`src/rtl/filt_pkg.sv`:
```
// Shared types and constants for the filt1 line transmitter.
// Latency: n/a (declarations only).
// Backpressure: n/a.
package filt_pkg;

    // Transmitter FSM; one-hot so that a corrupted register is detectable.
    typedef enum logic [1:0] {
        ST_IDLE = 2'b01,
        ST_HOLD = 2'b10
    } filt_state_t;

    // Run length the receiving filter needs before it accepts a level.
    localparam int FILT_RUN     = 3;
    localparam int HOLD_DEFAULT = 4;

endpackage

```
`src/rtl/filt1_tx_if.sv`:
```
// Symbol handshake plus line-side outputs of the filt1 transmitter.
// Latency: n/a (wiring only).
// Backpressure: in_ready from the slave gates each in_valid/in_data transfer.
interface filt1_tx_if;
    logic in_valid;
    logic in_data;
    logic in_ready;
    logic y;
    logic busy;
    logic done;

    modport master (
        output in_valid,
        output in_data,
        input  in_ready,
        input  y,
        input  busy,
        input  done
    );

    modport slave (
        input  in_valid,
        input  in_data,
        output in_ready,
        output y,
        output busy,
        output done
    );
endinterface

```
`src/rtl/filt1_tx.sv`:
```
// Drives each accepted symbol on y for HOLD cycles so a run-length filter receiver can see it.
// Latency: symbol accepted in cycle t is on y in cycles t+1..t+HOLD.
// Backpressure: in_ready only in IDLE or the last hold cycle; back-to-back symbols leave no gap.
module filt1_tx
    import filt_pkg::*;
#(
    parameter int   HOLD    = HOLD_DEFAULT,
    parameter logic RST_LVL = 1'b0
) (
    input  logic      clk,
    input  logic      rst,
    filt1_tx_if.slave bus
);

    localparam int              CW       = $clog2(HOLD);
    localparam logic [CW-1:0]   CNT_LAST = CW'(HOLD - 1);

    // A hold shorter than the receiver's run length would be filtered away.
    generate
        if (HOLD < FILT_RUN || HOLD > 255) begin : g_bad_hold
            $error("filt1_tx: HOLD must lie in %0d..255", FILT_RUN);
        end
    endgenerate

    filt_state_t    r_state;
    logic [CW-1:0]  r_cnt;
    logic           r_y;
    logic           r_busy;

    logic           w_last;
    logic           w_ready;
    logic           w_xfer;

    // Ready depends only on state and counter so it never loops back through in_valid.
    assign w_last  = (r_state == ST_HOLD) && (r_cnt == CNT_LAST);
    assign w_ready = (r_state == ST_IDLE) || w_last;
    assign w_xfer  = bus.in_valid && w_ready;

    assign bus.in_ready = w_ready;
    assign bus.done     = w_last;
    assign bus.y        = r_y;
    assign bus.busy     = r_busy;

    // FSM, hold counter and line register; y keeps its level in IDLE.
    always_ff @(posedge clk or posedge rst) begin
        if (rst) begin
            r_state <= ST_IDLE;
            r_cnt   <= '0;
            r_y     <= RST_LVL;
            r_busy  <= 1'b0;
        end else begin
            case (r_state)
                ST_IDLE: begin
                    if (w_xfer) begin
                        r_state <= ST_HOLD;
                        r_cnt   <= '0;
                        r_y     <= bus.in_data;
                        r_busy  <= 1'b1;
                    end
                end
                ST_HOLD: begin
                    if (!w_last) begin
                        r_cnt <= r_cnt + 1'b1;
                    end else if (w_xfer) begin
                        // Next symbol starts directly, no idle cycle on the line.
                        r_cnt <= '0;
                        r_y   <= bus.in_data;
                    end else begin
                        r_state <= ST_IDLE;
                        r_cnt   <= '0;
                        r_busy  <= 1'b0;
                    end
                end
                default: begin
                    // Illegal encoding: recover to IDLE without disturbing the line.
                    r_state <= ST_IDLE;
                    r_cnt   <= '0;
                    r_busy  <= 1'b0;
                end
            endcase
        end
    end

endmodule

```
`src/flat_wrapper.sv`:
```
// flat-port wrapper written by rule: the top's interface ports become plain ports
module filt1_tx_flat import filt_pkg::*;
#(
    parameter int   HOLD    = HOLD_DEFAULT,
    parameter logic RST_LVL = 1'b0
)
  (clk, rst, bus_in_valid, bus_in_data, bus_in_ready, bus_y, bus_busy, bus_done);
  filt1_tx_if bus_i ();
  input  logic clk;
  input  logic rst;
  input wire logic [$bits(bus_i.in_valid)-1:0] bus_in_valid;
  input wire logic [$bits(bus_i.in_data)-1:0] bus_in_data;
  output wire logic [$bits(bus_i.in_ready)-1:0] bus_in_ready;
  output wire logic [$bits(bus_i.y)-1:0] bus_y;
  output wire logic [$bits(bus_i.busy)-1:0] bus_busy;
  output wire logic [$bits(bus_i.done)-1:0] bus_done;
  assign bus_i.in_valid = bus_in_valid;
  assign bus_i.in_data = bus_in_data;
  assign bus_in_ready = bus_i.in_ready;
  assign bus_y = bus_i.y;
  assign bus_busy = bus_i.busy;
  assign bus_done = bus_i.done;
  filt1_tx #(.HOLD(HOLD), .RST_LVL(RST_LVL)) u_core (.clk(clk), .rst(rst), .bus(bus_i));
endmodule
```
`config.mk`:
```
export PLATFORM = sky130hd
export DESIGN_NAME = filt1_tx_flat
export DESIGN_NICKNAME = d
export VERILOG_FILES = /design/src/rtl/filt_pkg.sv /design/src/rtl/filt1_tx_if.sv /design/src/rtl/filt1_tx.sv /design/src/flat_wrapper.sv
export SDC_FILE = /design/constraint.sdc
export NUM_CORES = 1
export LEC_CHECK = 0
export ABC_AREA = 1
export ABC_CLOCK_PERIOD_IN_PS = 2200
export CORE_AREA = 2 2 39 41
export CTS_BUF_LIST = sky130_fd_sc_hd__clkbuf_16
export DETAILED_ROUTE_END_ITERATION = 8
export DIE_AREA = 0 0 41 43
export PLACE_DENSITY_LB_ADDON = 0.05
export SLEW_MARGIN = 20
export SYNTH_ARGS = -nofsm -noshare
export SYNTH_HDL_FRONTEND = slang
export SYNTH_SLANG_ARGS = --single-unit
```
`constraint.sdc`:
```
create_clock -name clk -period 2.2 [get_ports clk]
set_input_delay 0.44 -clock clk [delete_from_list [all_inputs] [get_ports clk]]
set_output_delay 0.44 -clock clk [all_outputs]
set_load 0.01 [all_outputs]
```
* Word level (Yosys, flattened, before mapping) *
Cells that the tools add are included.

word-level totals
  bits in registers = 6
  input bits = 4
  output and inout bits = 4

operators by class
  add/subtract/negate cells = 1
  eq/ne operators = 6
  muxes and demuxes = 14
  reductions and logical operators = 6

operators with widths
  kind                 number
  $mux 2               5
  $pmux 2 s2           2
  $mux 1               5
  $eq 2x2->1 const B   2
  $ne 2x1->1 const B   2
  $pmux 1 s2           2
  $reduce_and 3->1     1
  $add 2x1->2 const B  1
  $eq 2x1->1 const B   1
  $logic_and 1x1->1    2
  $ne 2x2->1 const B   1
  $reduce_and 2->1     1
  $reduce_bool 2->1    1
  $logic_or 1x1->1     1

* Depth between registers and ports, before layout *
  word-level depth = 7
  mapped depth = 6
  mapped depth without buffers = 6

* Worst setup path after synthesis *
Ideal clock, no wire load.

  kind = reg2out
  start point = register u_core.r_cnt[0]
  end point = output bus_in_ready
  arrival = 0.781 ns
  required time = 1.760 ns
  setup slack = 0.979 ns
  stages on the path, launching flop included = 4
  path through = dfrtp_1 > ha_1 > nand3_1 > nand2_2

between the ends
  word-level cells in the longest chain between the ends = 3

RTL lines
  what                    line                text
  start, declared         filt1_tx.sv:26      logic [CW-1:0] r_cnt;
  start signal, assigned  filt1_tx.sv:63      r_cnt <= r_cnt + 1'b1;
  $eq 2x2->1              filt1_tx.sv:35      assign w_last = (r_state == ST_HOLD) && (r_cnt == CNT_LAST);
  $logic_and 1x1->1       filt1_tx.sv:35
  $logic_or 1x1->1        filt1_tx.sv:36      assign w_ready = (r_state == ST_IDLE) || w_last;
  end, declared           flat_wrapper.sv:13  output wire logic [$bits(bus_i.in_ready)-1:0] bus_in_ready;

No other way between the ends.

* Final worst setup path *
Ends and elaborated chain as after synthesis.

==> qor.csv <==
stage;metric;value;unit
synthesis;synth_cell_type_count;9;
global_routing;use_met1;0.0693;
run_status;run_status;finished, final reports clean;
synthesis;syn_avg_cell_area;8.26;um^2
synthesis;synthSimpleGateAreaFrac;0.253;
floorplan;die_area;0.00176;mm^2
drt;dr_total_vias;209;
clocking;cts.htree.levels;1;
synthesis;ys_warn_count;0;
global_routing;grt_max_degree;6;
power_and_ir_drop;ir_worst_vdd;541;uV
floorplan;pin_count;8;
cells_and_area;drive_gt1_frac;0.171;
synthesis;async_reset_ff_frac;1.00;
place;placedCellCount;53;
run;drv_cap;0;
floorplan;fp-row-count;14;
synthesis;syn_area;248;um^2
timing;tightest_slew;0.223;ns
timing;slew_headroom;0.850;
cells_and_area;fillers;141;
drt;ant_nets;0;
place;port_buffers;7;
synthesis;synth_fa_ha_area_frac;0.0505;
floorplan;initial_utilization;0.179;
clocking;cts_resized;0;
synthesis;synth_top_family_by_area;simple AND/OR/NAND/NOR gates;
synthesis;yosysTopAreaCellShare;0.404;
global_routing;gr-usage-met3;0.0471;
synthesis;yosys-top-cells-area;dfrtp_1 (40%), inv_1 (12%), nand2_1 (12%);
timing;finalSetupViolations;0;
timing;fin_tns_setup;0;ns
global_routing;grt_pass1_vias;185;
setup_path;cp_cell_sequence;ha_1, nand3_1, nand2_2, clkdlybuf4s50_1;
drt;drc;0;
timing;fin_crit;1.97;ns
setup_path;slowest_stage;clkdlybuf4s50_1;
clocking;clock_sinks;5;
cells_and_area;nets;47;
synthesis;synthXorXnorAreaFrac;0;
global_routing;grt_usage;0.0658;
clocking;clk_path_buf_depth;2;
synthesis;synth_edf_count;0;
synthesis;synthMuxAreaShare;0;
setup_path;crit_required;1.76;ns
cells_and_area;num_antenna_cells;0;
cells_and_area;stdcell_count;57;
floorplan;core;0.00138;mm^2
cells_and_area;final_core_util;0.301;
min_path;hold_path_class;in2async;
place;routabilityCongestion;0.644;
power_and_ir_drop;p_leak;0.000228;uW
timing;fmax;507;MHz
timing;hold_violations;0;
global_routing;grt_overflow_total;0;
synthesis;synth_compound_area_frac;0.0657;
setup_path;worstPathMaxFanout;3;
global_routing;grt.busiest_layer;met4;
setup_path;start_kind;register;
synthesis;synth_common_cells;inv_1 (8), nand2_1 (8), dfrtp_1 (4), nand3_1 (4), nand2_2 (2);
drt;drtPass1Iterations;3;
clocking;post_cts_buffers;0;
synthesis;synth_area_leader_cell;dfrtp_1;
setup_path;critPathMaxStageDelay;0.53;ns
global_routing;antenna_found_initial;0;
floorplan;dieHeight;43;um
global_routing;met2_usage;0.0719;
synthesis;ys.flop_type;dfrtp_1;
cells_and_area;area_growth;68.2;%
setup_path;crit_path_end_kind;primary output;
drt;drt-initial-drc-count;6;
drt;wl;462;um
clocking;cts-root-buf;clkbuf_16;
floorplan;die_x;41;um
timing;hold_ws;0.406;ns
setup_path;criticalPathCategory;reg2out;
timing;rsz0062_at_grt;false;
timing;finalCritPeriodShare;0.897;
synthesis;netlist_instances;30;
drt;avgViaCountPerCell;3.67;
setup_path;reg2reg_depth;5;
timing;finalClockSkew;0.000898;ns
clocking;cts_buffers;3;
synthesis;syn_nets;35;
place;hpwlAfterDp;396;um
clocking;clk_pin_slew_worst_paths;0.03;ns
synthesis;synth_seq_area_share;0.510;
global_routing;grt_pass1_wl;676;um
power_and_ir_drop;powerDensity;1500;mW/mm^2
clocking;ctsHoldBuffers;0;
clocking;cts_tree;done;
setup_path;critPathArrivalTime;1.53;ns
drt;routedWlPerCell;8.11;um
synthesis;synth-seq-cells;5;
timing;slew_violations;0;
clocking;clock_latency;0.23;ns
-- final cells by class --
class,count,area (um^2),area share
Clock buffer,3,75.1,0.180
Multi-Input combinational cell,17,91.3,0.219
Timing Repair Buffer,7,70.1,0.168
Sequential cell,5,126,0.303
Inverter,8,30.0,0.0721
Tap cell,16,20.0,0.0480
Clock inverter,1,3.75,0.00901
-- cell usage in the layout, fill, tap and decap left out --
cell and instances:
dfrtp_1 4, dfstp_2 1, o21ai_2 1, nand3_1 4, clkbuf_16 3, ha_1 1, nand2_2 2, inv_1 9
nand2_1 8, o31ai_1 1, clkdlybuf4s50_1 7
-- flip-flops by register name, indices dropped and copies added, names as in the netlist --
register	flops
u_core.bus.y	1
u_core.r_state	2
u_core.r_cnt	2
-- stage by stage --
stage / power, uW / cell area (um^2) / setup slack [ns]
after floorplan: 255 / 248 / 0.979
after global placement: 339 / 338 / 0.483
after detailed placement: 339 / 338 / 0.459
after CTS: 632 / 417 / 0.216
after global routing: 659 / 417 / 0.135
final: 625 / 417 / 0.226
-- per-layer routing --
| metal | wire length (um) | up-vias |
|---|---|---|
| li1 | - | 111 |
| met1 | 210 | 90 |
| met2 | 207 | 6 |
| met3 | 28 | 2 |
| met4 | 15 | 0 |
| met5 | 0 | - |
-- final timing paths --
check / startpoint / to / slack (ns)
min in group clk: u_core.bus.y / u_core.bus.y / 0.47
min reg2reg: u_core.bus.y / u_core.bus.y / 0.47
max in group asynchronous: rst / u_core.r_state[0] / 1.56
max reg2reg: u_core.r_cnt[0] / u_core.bus.y / 1.14
max: u_core.r_cnt[0] / bus_in_ready / 0.23
min: rst / u_core.r_cnt[0] / 0.41
-- worst max-delay path, delay by kind of cell, from the launching register on --
family / cells / cell delay (ns)
buf+inv: 1 / 0.53
flops: 1 / 0.37
simple gates: 2 / 0.21
fa+ha+maj: 1 / 0.20
-- power breakdown --
part           total, uW  switching [uW]  internal (uW)  leakage (uW)
Sequential           160            25.7            134     0.0000629
Combinational        174            88.3           85.8      0.000122
Clock                291            56.0            235     0.0000423
Total                625             170            455      0.000228
-- kinds of logic after synthesis --
family	count (synthesis)
simple gates	14
buf+inv	8
flops	5
fa+ha+maj	1
compound gates	2
Note: power is estimated with default switching activity, not from simulation.
